## config.mk

```make
export PLATFORM = sky130hd
export DESIGN_NAME = blink_period_ctrl
export DESIGN_NICKNAME = d
export VERILOG_FILES = /design/src/rtl/blink_pkg.sv /design/src/rtl/button_debouncer.sv /design/src/rtl/blink_period_ctrl.sv
export SDC_FILE = /design/constraint.sdc
export NUM_CORES = 1
export LEC_CHECK = 0
export ABC_AREA = 1
export BUFFER_PORTS_ARGS = -buffer_cell sky130_fd_sc_hd__buf_2
export CORE_ASPECT_RATIO = 1.5
export CORE_UTILIZATION = 54
export CTS_BUF_LIST = sky130_fd_sc_hd__clkbuf_8
export DETAILED_ROUTE_END_ITERATION = 8
export HOLD_SLACK_MARGIN = 0.15
export PLACE_DENSITY = 0.72
export SYNTH_ARGS = -nofsm -noshare
export SYNTH_HDL_FRONTEND = slang
export SYNTH_SLANG_ARGS = --single-unit
```

## constraint.sdc

```tcl
create_clock -name clk -period 5.7 [get_ports clk]
set_input_delay 0.57 -clock clk [delete_from_list [all_inputs] [get_ports clk]]
set_output_delay 0.57 -clock clk [all_outputs]
set_load 0.05 [all_outputs]
```

## src/rtl/blink_pkg.sv

```systemverilog
// Shared types and helpers for the button-driven blink period controller.
// The default ms tick length is shared with led_blink_module so both stages agree on the unit.
package blink_pkg;

    localparam int unsigned DEFAULT_TICKS_PER_MS = 100000;

    typedef enum logic [1:0] {
        ST_IDLE,
        ST_HOLD_DELAY,
        ST_REPEAT,
        ST_WAIT_RELEASE
    } state_e;

    typedef enum logic {
        DIR_UP,
        DIR_DOWN
    } dir_e;

    // Saturating step; the 33-bit sums keep the bounds check free of wrap-around.
    function automatic logic [31:0] step_period(
        input logic [31:0] period,
        input dir_e        dir,
        input logic [31:0] p_min,
        input logic [31:0] p_max,
        input logic [31:0] p_step
    );
        logic [32:0] sum;
        logic [32:0] down_floor;
        sum        = {1'b0, period} + {1'b0, p_step};
        down_floor = {1'b0, p_min} + {1'b0, p_step};
        if (dir == DIR_UP) begin
            return (sum > {1'b0, p_max}) ? p_max : sum[31:0];
        end
        return ({1'b0, period} < down_floor) ? p_min : period - p_step;
    endfunction

endpackage

```

## src/rtl/button_debouncer.sv

```systemverilog
// Two-flop synchroniser plus ms-tick stability counter for one raw push-button,
// with one-cycle rise/fall strobes taken from the debounced level.
module button_debouncer #(
    parameter int unsigned DEBOUNCE_MS = 20
) (
    input  logic clk,
    input  logic reset,
    input  logic btn_raw,
    input  logic ms_tick,
    output logic level,
    output logic rise,
    output logic fall
);

    localparam int unsigned CNT_W = (DEBOUNCE_MS > 0) ? $clog2(DEBOUNCE_MS + 1) : 1;

    logic             sync1_q;
    logic             sync2_q;
    logic             level_q;
    logic             level_d;
    logic             level_prev_q;
    logic [CNT_W-1:0] cnt_q;
    logic [CNT_W-1:0] cnt_d;

    always_comb begin
        // NOTE: every variable gets a default first so no path leaves it unassigned (no latch).
        level_d = level_q;
        cnt_d   = cnt_q;
        if (sync2_q == level_q) begin
            cnt_d = '0;
        end else if (ms_tick) begin
            if (cnt_q == CNT_W'(DEBOUNCE_MS - 1)) begin
                level_d = ~level_q;
                cnt_d   = '0;
            end else begin
                cnt_d = cnt_q + 1'b1;
            end
        end
    end

    // NOTE: sequential state uses non-blocking assignments so all flops update together.
    always_ff @(posedge clk) begin
        if (reset) begin
            sync1_q      <= 1'b0;
            sync2_q      <= 1'b0;
            level_q      <= 1'b0;
            level_prev_q <= 1'b0;
            cnt_q        <= '0;
        end else begin
            sync1_q      <= btn_raw;
            sync2_q      <= sync1_q;
            level_q      <= level_d;
            level_prev_q <= level_q;
            cnt_q        <= cnt_d;
        end
    end

    assign level = level_q;
    assign rise  = level_q & ~level_prev_q;
    assign fall  = ~level_q & level_prev_q;

endmodule

```

## src/rtl/blink_period_ctrl.sv

```systemverilog
// Turns two raw buttons into the registered blink half-period (ms) for led_blink_module:
// debounce, saturating step, hold-to-repeat, and both-buttons restore.
module blink_period_ctrl
    import blink_pkg::*;
#(
    parameter int unsigned TICKS_PER_MS    = DEFAULT_TICKS_PER_MS,
    parameter int unsigned DEBOUNCE_MS     = 20,
    parameter int unsigned REPEAT_DELAY_MS = 500,
    parameter int unsigned REPEAT_RATE_MS  = 100,
    parameter int unsigned PERIOD_MIN      = 50,
    parameter int unsigned PERIOD_MAX      = 2000,
    parameter int unsigned PERIOD_STEP     = 50,
    parameter int unsigned PERIOD_INIT     = 500
) (
    input  logic        clk,
    input  logic        reset,
    input  logic        btn_up,
    input  logic        btn_down,
    output logic [31:0] timer_upper_bound,
    output logic        period_changed,
    output logic        at_limit
);

    localparam int unsigned TICK_W   = (TICKS_PER_MS > 1) ? $clog2(TICKS_PER_MS) : 1;
    localparam int unsigned HOLD_MAX = (REPEAT_DELAY_MS > REPEAT_RATE_MS) ? REPEAT_DELAY_MS
                                                                          : REPEAT_RATE_MS;
    localparam int unsigned HOLD_W   = $clog2(HOLD_MAX + 1);
    localparam logic [31:0] P_MIN    = 32'(PERIOD_MIN);
    localparam logic [31:0] P_MAX    = 32'(PERIOD_MAX);
    localparam logic [31:0] P_STEP   = 32'(PERIOD_STEP);
    localparam logic [31:0] P_INIT   = 32'(PERIOD_INIT);
    localparam logic        AT_LIMIT_INIT = (P_INIT == P_MIN) || (P_INIT == P_MAX);

    logic [TICK_W-1:0] tick_cnt_q;
    logic [TICK_W-1:0] tick_cnt_d;
    logic              ms_tick;

    logic up_level, up_rise, up_fall;
    logic down_level, down_rise, down_fall;

    state_e            state_q, state_d;
    dir_e              dir_q, dir_d;
    logic [HOLD_W-1:0] hold_cnt_q, hold_cnt_d;
    logic [31:0]       period_q, period_d;
    logic              period_changed_q, period_changed_d;
    logic              at_limit_q, at_limit_d;
    logic              latched_fall;

    assign ms_tick = (tick_cnt_q == TICK_W'(TICKS_PER_MS - 1));

    always_comb begin
        tick_cnt_d = ms_tick ? '0 : tick_cnt_q + 1'b1;
    end

    always_ff @(posedge clk) begin
        if (reset) begin
            tick_cnt_q <= '0;
        end else begin
            tick_cnt_q <= tick_cnt_d;
        end
    end

    button_debouncer #(.DEBOUNCE_MS(DEBOUNCE_MS)) u_deb_up (
        .clk     (clk),
        .reset   (reset),
        .btn_raw (btn_up),
        .ms_tick (ms_tick),
        .level   (up_level),
        .rise    (up_rise),
        .fall    (up_fall)
    );

    button_debouncer #(.DEBOUNCE_MS(DEBOUNCE_MS)) u_deb_down (
        .clk     (clk),
        .reset   (reset),
        .btn_raw (btn_down),
        .ms_tick (ms_tick),
        .level   (down_level),
        .rise    (down_rise),
        .fall    (down_fall)
    );

    always_comb begin
        state_d      = state_q;
        dir_d        = dir_q;
        hold_cnt_d   = hold_cnt_q;
        period_d     = period_q;
        latched_fall = (dir_q == DIR_UP) ? up_fall : down_fall;

        // Both buttons down overrides whatever the FSM was doing.
        if (up_level && down_level) begin
            state_d    = ST_WAIT_RELEASE;
            hold_cnt_d = '0;
            period_d   = P_INIT;
        end else begin
            unique case (state_q)
                ST_IDLE: begin
                    if (up_rise && !down_level) begin
                        dir_d      = DIR_UP;
                        period_d   = step_period(period_q, DIR_UP, P_MIN, P_MAX, P_STEP);
                        hold_cnt_d = '0;
                        state_d    = ST_HOLD_DELAY;
                    end else if (down_rise && !up_level) begin
                        dir_d      = DIR_DOWN;
                        period_d   = step_period(period_q, DIR_DOWN, P_MIN, P_MAX, P_STEP);
                        hold_cnt_d = '0;
                        state_d    = ST_HOLD_DELAY;
                    end
                end
                ST_HOLD_DELAY, ST_REPEAT: begin
                    if (latched_fall) begin
                        hold_cnt_d = '0;
                        state_d    = ST_IDLE;
                    end else if (ms_tick) begin
                        if (hold_cnt_q == ((state_q == ST_HOLD_DELAY) ? HOLD_W'(REPEAT_DELAY_MS - 1)
                                                                      : HOLD_W'(REPEAT_RATE_MS - 1))) begin
                            period_d   = step_period(period_q, dir_q, P_MIN, P_MAX, P_STEP);
                            hold_cnt_d = '0;
                            state_d    = ST_REPEAT;
                        end else begin
                            hold_cnt_d = hold_cnt_q + 1'b1;
                        end
                    end
                end
                ST_WAIT_RELEASE: begin
                    if (!up_level && !down_level) begin
                        state_d = ST_IDLE;
                    end
                end
                default: state_d = ST_IDLE;
            endcase
        end

        period_changed_d = (period_d != period_q);
        at_limit_d       = (period_d == P_MIN) || (period_d == P_MAX);
    end

    always_ff @(posedge clk) begin
        if (reset) begin
            state_q          <= ST_IDLE;
            dir_q            <= DIR_UP;
            hold_cnt_q       <= '0;
            period_q         <= P_INIT;
            period_changed_q <= 1'b0;
            at_limit_q       <= AT_LIMIT_INIT;
        end else begin
            state_q          <= state_d;
            dir_q            <= dir_d;
            hold_cnt_q       <= hold_cnt_d;
            period_q         <= period_d;
            period_changed_q <= period_changed_d;
            at_limit_q       <= at_limit_d;
        end
    end

    assign timer_upper_bound = period_q;
    assign period_changed    = period_changed_q;
    assign at_limit          = at_limit_q;

endmodule

```

### Word-level counts from Yosys, hierarchy flattened

Index checks and enable logic that the tools add are counted.
W data, S select, Z words.

* add/sub/neg operators: 6
* mux-type cells: 41
* eq/ne operators: 18
* order comparisons: 2
* reduce and logical (&&, ||, !) cells: 20
* bitwise operators: 11

Operators by type and width (count)
* $mux W32: 11
* $pmux W32 S2: 1
* $mux W9: 6
* $add A32 B6 Y33 const B: 1
* $gt A33 B11 Y1 const B: 1
* $eq A32 B11 Y1 const B: 1
* $eq A32 B6 Y1 const B: 1
* $lt A32 B7 Y1 const B: 1
* $ne A32 B32 Y1: 1
* $sub A32 B6 Y32 const B: 1
* $pmux W9 S2: 1
* $add A17 B1 Y17 const B: 1
* $eq A17 B17 Y1 const B: 1
* $mux W2: 7
* $mux W1: 12
* $ne A4 B4 Y1 const B: 3
* $reduce_and A3 Y1: 4
* $add A5 B1 Y5 const B: 2
* $eq A5 B5 Y1 const B: 2
* $mux W5: 2
* $reduce_or A2 Y1: 5
* $add A9 B1 Y9 const B: 1
* $eq A9 B9 Y1: 1
* $ne A3 B3 Y1 const B: 3
* other kinds (12): 28

* register bits after elaboration: 81
* input bits: 4

### Logic depth before layout (Yosys ltp)

* depth after elaboration: 16
* mapped depth: 29

### By module

A second synthesis with hierarchy kept.

* cells, all modules: 1351
* area total of the unflattened synthesis: 7744.9 um^2

By module, submodules not included
* blink_period_ctrl: area an instance 6911.6 um^2, seq. area each 1261.2 um^2, times used 1, cells each 1230
* button_debouncer (u_deb_up): area an instance 417.9 um^2, seq. area each 180.2 um^2, times used 1, cells each 61
* button_debouncer (u_deb_down): area an instance 415.4 um^2, seq. area each 180.2 um^2, times used 1, cells each 60

### Worst setup path before layout

OpenSTA, ideal clock, no wires.

* path kind: flip-flop to flip-flop
* start: register period_q[1], in the netlist timer_upper_bound[1]
* end: register period_changed_q, in the netlist period_changed
* cell stages (with the launch flop): 26
* data arrival time: 2.928 ns
* setup time: 0.109 ns
* data required time: 5.591 ns
* setup slack: 2.663 ns
* period minus slack after synthesis: 3.037 ns
* cell sequence: dfxtp_1 ha_1 nand2_2 nand2_4 nand3_1 nor2_2 nand3_1 nand2_1 nand2_1 nor2_2 nand2_2 nor2_4 buf_6 nand2_2 o21ai_2 nand2_1 nand2_1 nand2_2 nand3_1 nand2_1 nor2_1 nand2_1 nor2_1 nand3_1 nand2_1 inv_1

* cells in the longest elaborated chain, start to end: 11
* elaborated cells on any way between the ends: 17

Ends and longest elaborated chain
* start: declaration: line blink_period_ctrl.sv:44 `logic [31:0] period_q, period_d;`
* start signal: assignment: line blink_period_ctrl.sv:150 `period_q <= period_d;`
* $add A32 B6 Y33: line blink_pkg.sv:29 `sum = {1'b0, period} + {1'b0, p_step};`
* $gt A33 B11 Y1: line blink_pkg.sv:32 `return (sum > {1'b0, p_max}) ? p_max : sum[31:0];`
* $mux W32: line blink_pkg.sv:32
* $mux W32: line blink_pkg.sv:31 `if (dir == DIR_UP) begin`
* $mux W32: line blink_pkg.sv:34 `return ({1'b0, period} < down_floor) ? p_min : period - p_step;`
* $mux W32: line blink_period_ctrl.sv:115 `if (hold_cnt_q == ((state_q == ST_HOLD_DELAY) ? HOLD_W'(REPEAT_DELAY_MS - 1)`
* $mux W32: line blink_period_ctrl.sv:114 `end else if (ms_tick) begin`
* $mux W32: line blink_period_ctrl.sv:111 `if (latched_fall) begin`
* $pmux W32 S2: line blink_period_ctrl.sv:96 `unique case (state_q)`
* $mux W32: line blink_period_ctrl.sv:91 `if (up_level && down_level) begin`
* $ne A32 B32 Y1 (*): line blink_period_ctrl.sv:134 `period_changed_d = (period_d != period_q);`
* end signal: assignment: line blink_period_ctrl.sv:151 `period_changed_q <= period_changed_d;`
* end: declaration: line blink_period_ctrl.sv:45 `logic period_changed_q, period_changed_d;`

Every way passes the cells marked *; elsewhere a longest branch is shown, timed or not. The select of a mux whose other input is x is not followed.
A chain may end at the register's enable or synchronous reset.

### Worst setup path after layout

* start: register period_q[18], in the netlist timer_upper_bound[18]
* end: register at_limit_q, in the netlist at_limit

* cells in the longest elaborated chain, start to end: 12
* elaborated cells on any way between the ends: 19

Ends and longest elaborated chain
* $add A32 B6 Y33: line blink_pkg.sv:29
* $gt A33 B11 Y1: line blink_pkg.sv:32
* $mux W32: line blink_pkg.sv:32
* $mux W32: line blink_pkg.sv:31
* $mux W32: line blink_pkg.sv:34
* $mux W32: line blink_period_ctrl.sv:115
* $mux W32: line blink_period_ctrl.sv:114
* $mux W32: line blink_period_ctrl.sv:111
* $pmux W32 S2 (*): line blink_period_ctrl.sv:96
* $mux W32 (*): line blink_period_ctrl.sv:91
* $eq A32 B6 Y1 / $eq A32 B11 Y1 (equally long branches): line blink_period_ctrl.sv:135 `at_limit_d = (period_d == P_MIN) || (period_d == P_MAX);`
* $logic_or A1 B1 Y1 (*): line blink_period_ctrl.sv:135
* end signal: assignment: line blink_period_ctrl.sv:152 `at_limit_q <= at_limit_d;`
* end: declaration: line blink_period_ctrl.sv:46 `logic at_limit_q, at_limit_d;`

Marked as above.

==> summary.txt <==
Placed design
  – DP HPWL: 19.63 mm
  – Pre-CTS WS: 1.927 ns
  – Port Buffers: 37
  – GPL Wtd Cong: 1.021

Synthesis
  – YS warnings: 0
  – Synthesized net count: 1271
  – Post-synth ARST share: 0
  – Synth cell types: 48
  – Top-count cell post-synth: nand2_1
  – Synth Area in Adders: 0.01701
  – Mux contribution to synthesized area: 0
  – Register area share after synthesis: 0.2204
  – #FFs+latches synth: 81
  – Area fraction of the dominant cell type after synthesis: 0.2204
  – Largest cells by area after synthesis: dfxtp_1 22%, nand2_1 18%, nand3_1 9.0%
  – XOR/XNOR Fraction of Synth Area: 0.02857
  – Commonest cells post-synth: 354 x nand2_1, 154 x nor2_1, 132 x nand3_1
  – Area fraction in compound gates after synthesis: 0.1366
  – Area leader, netlist: dfxtp_1
  – Post-synthesis simple-gate area fraction: 0.4803
  – Post-Syn Instances: 1257
  – Post-synth EDFFs: 0
  – Largest family of logic cells by synthesized area: simple AND/OR/NAND/NOR gates
  – Top FF cell, synth: dfxtp_1
  – Post-Syn Area per Cell: 5.853 um2
  – Cell Area, Synth: 7357 um2

Power
  – Pwr/cell area: 420.5 nW/um2
  – Sw Ratio: 0.5686
  – LEAKAGE: 3.425 nW
  – Clk pwr share: 0.135
  – Reg power frac: 0.240
  – Comb power frac: 0.624
  – Int Power: 0.001381 W
  – Net switching power: 0.001820 W
  – Maximum VDD drop: 0.0002221 V

STA
  – Tmin final: 4.243 ns
  – Final setup fails: 0
  – Setup_tns: 0 ns
  – WHS: 0.3950 ns
  – Setup slack after layout: 1.457 ns
  – RSZ-0062 raised after global routing: no
  – Max Freq: 235.7 MHz
  – Final slew viol count: 0
  – Relative slew slack: 0.2098
  – Final Hold Viols: 0
  – Period utilization: 0.7443
  – Worst Skew: 0.02153 ns
  – Worst slew pin tran: 1.184 ns

Critical path
  – CP required: 6.01 ns
  – Worst Path Arrival: 4.55 ns
  – Crit Path Class: register to register
  – CP Capture Type: register
  – R2r setup slk: 1.46 ns
  – R2r startpoint: timer_upper_bound[18]
  – CP Cell Sequence: inv_1 -> nand3_1 -> nor2_1 -> nand2_1 -> nor3_4 -> inv_2 -> nand3_1 -> nand2_1 -> o2111ai_1 -> nand3_1 -> o211ai_1 -> nand4_1 -> nor3_1 -> nand2_1 -> a21oi_1
  – Reg2reg path depth: 15
  – Worst setup SP type: register
  – Critical path depth in cells: 15
  – Crit-path slowest cell: nor3_1
  – R2R Path End: at_limit
  – Delay of the slowest critical-path stage: 0.83 ns
  – Bufs and invs on worst path: 2
  – Critical path fanouts, max: 25
  – Critical path's top delay family: simple AND/OR/NAND/NOR gates

Layout
  – Antenna cell count: 0
  – Layout net count: 1256
  – Layout cells sized above 1: 0.09470
  – Area delta synth->final: 3.469%

Global route
  – Global-route wire length before repair: 42.07 mm
  – Largest net degree at the start of global routing: 43
  – Vias in the first global route: 7985
  – Initial antenna violation count: 0
  – Gr ovfl total: 0
  – GRT Total Usage: 0.3795

Floorplanning
  – Row count: 51
  – Die area: 14100 um2
  – Die W: 97.31 um
  – Die extent in y: 145.0 um
  – Num ports: 38
  – Core ar.: 13150 um2
  – Starting density of the core: 0.5597

Detailed routing
  – DRT Wirelength: 27.03 mm
  – Vias per cell: 6.196
  – # DRC: 0
  – DRT Pass-1 Iters: 7
  – Wire per inst: 19.24 um
  – Routed Antenna Nets: 0
  – Via Count: 8706
  – DR iter-0 viols: 833

Job
  – Max-cap viol count: 0

Worst hold path
  – Hold Startpoint: btn_down
  – Hold Path Sink: u_deb_down.sync1_q
  – Hold depth: 3
  – Hold crit path type: input pin to register

Clock tree
  – Root Driver: clkbuf_8
  – Worst-skew pair later-pin latency: 0.38 ns
  – Post-CTS sizing: 0
  – CTS tree: built
  – Cts hold-fix bufs: 0
  – CTS sink cnt: 81
  – H-tree depth: 3
  – Post-CTS Setup Repair Bufs: 0
  – Clock transition at path regs: 0.09 ns
  – Clock tree buffer depth: 2
  – Inserted Clock Buffers: 9

Run status
  – Status: finished clean
## metrics by stage
step	cells	utilization	total power (W)	cell area, um2
5_1_grt	1405	0.5791	0.003410	7612
2_1_floorplan	1257	-	0.002256	7357
6_report	1405	0.5791	0.003201	7612
3_3_place_gp	1390	0.5650	0.002689	7427
4_1_cts	1405	0.5791	0.003110	7612
3_5_place_dp	1390	0.5650	0.002679	7427
## power by group through the flow
stage                     registers [W]  clock network (W)  logic, W
final                          0.000769           0.000433   0.00200
after CTS                      0.000763           0.000437   0.00191
after floorplan                0.000816                  0   0.00144
after global routing           0.000776           0.000462   0.00217
after global placement         0.000778                  0   0.00191
after detailed placement       0.000776                  0   0.00190
## area by class of cell
cell class,count,area (um2)
fill,1423,5533
multi-input combinational,978,4885
sequential,81,1622
inverter,127,476.7
timing repair buffer,45,245.2
tap,159,198.9
clock buffer,9,123.9
clock inverter,6,61.31
## how the worst max path moves through the flow
stage	from	to	slack, ns
global route	timer_upper_bound[1]	at_limit	1.20
CTS	timer_upper_bound[1]	at_limit	1.91
floorplan	timer_upper_bound[1]	period_changed	2.66
global placement	timer_upper_bound[1]	at_limit	2.02
finish	timer_upper_bound[18]	at_limit	1.46
detailed placement	timer_upper_bound[1]	at_limit	1.93
## state kept, by name, summed over array words and instances, names as in the netlist, 2 cells and up
| register | count |
|---|---|
| u_deb_up.cnt_q | 5 |
| timer_upper_bound | 32 |
| tick_cnt_q | 17 |
| u_deb_down.cnt_q | 5 |
| hold_cnt_q | 9 |
| state_q | 2 |
## cells in the final DEF (no fill, tap or decap), types with 24 or more instances in the layout
cell / instances
a21oi_1: 65
buf_2: 37
dfxtp_1: 81
inv_1: 115
nand2_1: 354
nand3_1: 132
nand4_1: 48
nor2_1: 154
o21ai_0: 26
xor2_1: 24
## routing by layer
layer | track usage | share of wire | up-vias
li1 | - | - | 4118
met1 | 0.3964 | 0.33 | 3874
met2 | 0.6243 | 0.46 | 526
met3 | 0.08382 | 0.10 | 188
met4 | 0.3544 | 0.11 | 0
met5 | 0 | 0 | -
## tightest hold or removal path, cell delays in order
cell and delay (ns):
buf_2 0.10, inv_1 0.04, nor2_1 0.03
## logic make-up (layout without fill, tap and decap cells)
group,after synthesis,in the layout
and+or+nand+nor,780,780
AOI/OAI and AO/OA,164,164
xor gates and xnor gates,24,24
adders and majority gates,10,10
DFF,81,81
buffers and inverters,198,187
Power figures use the tool's default switching activity.
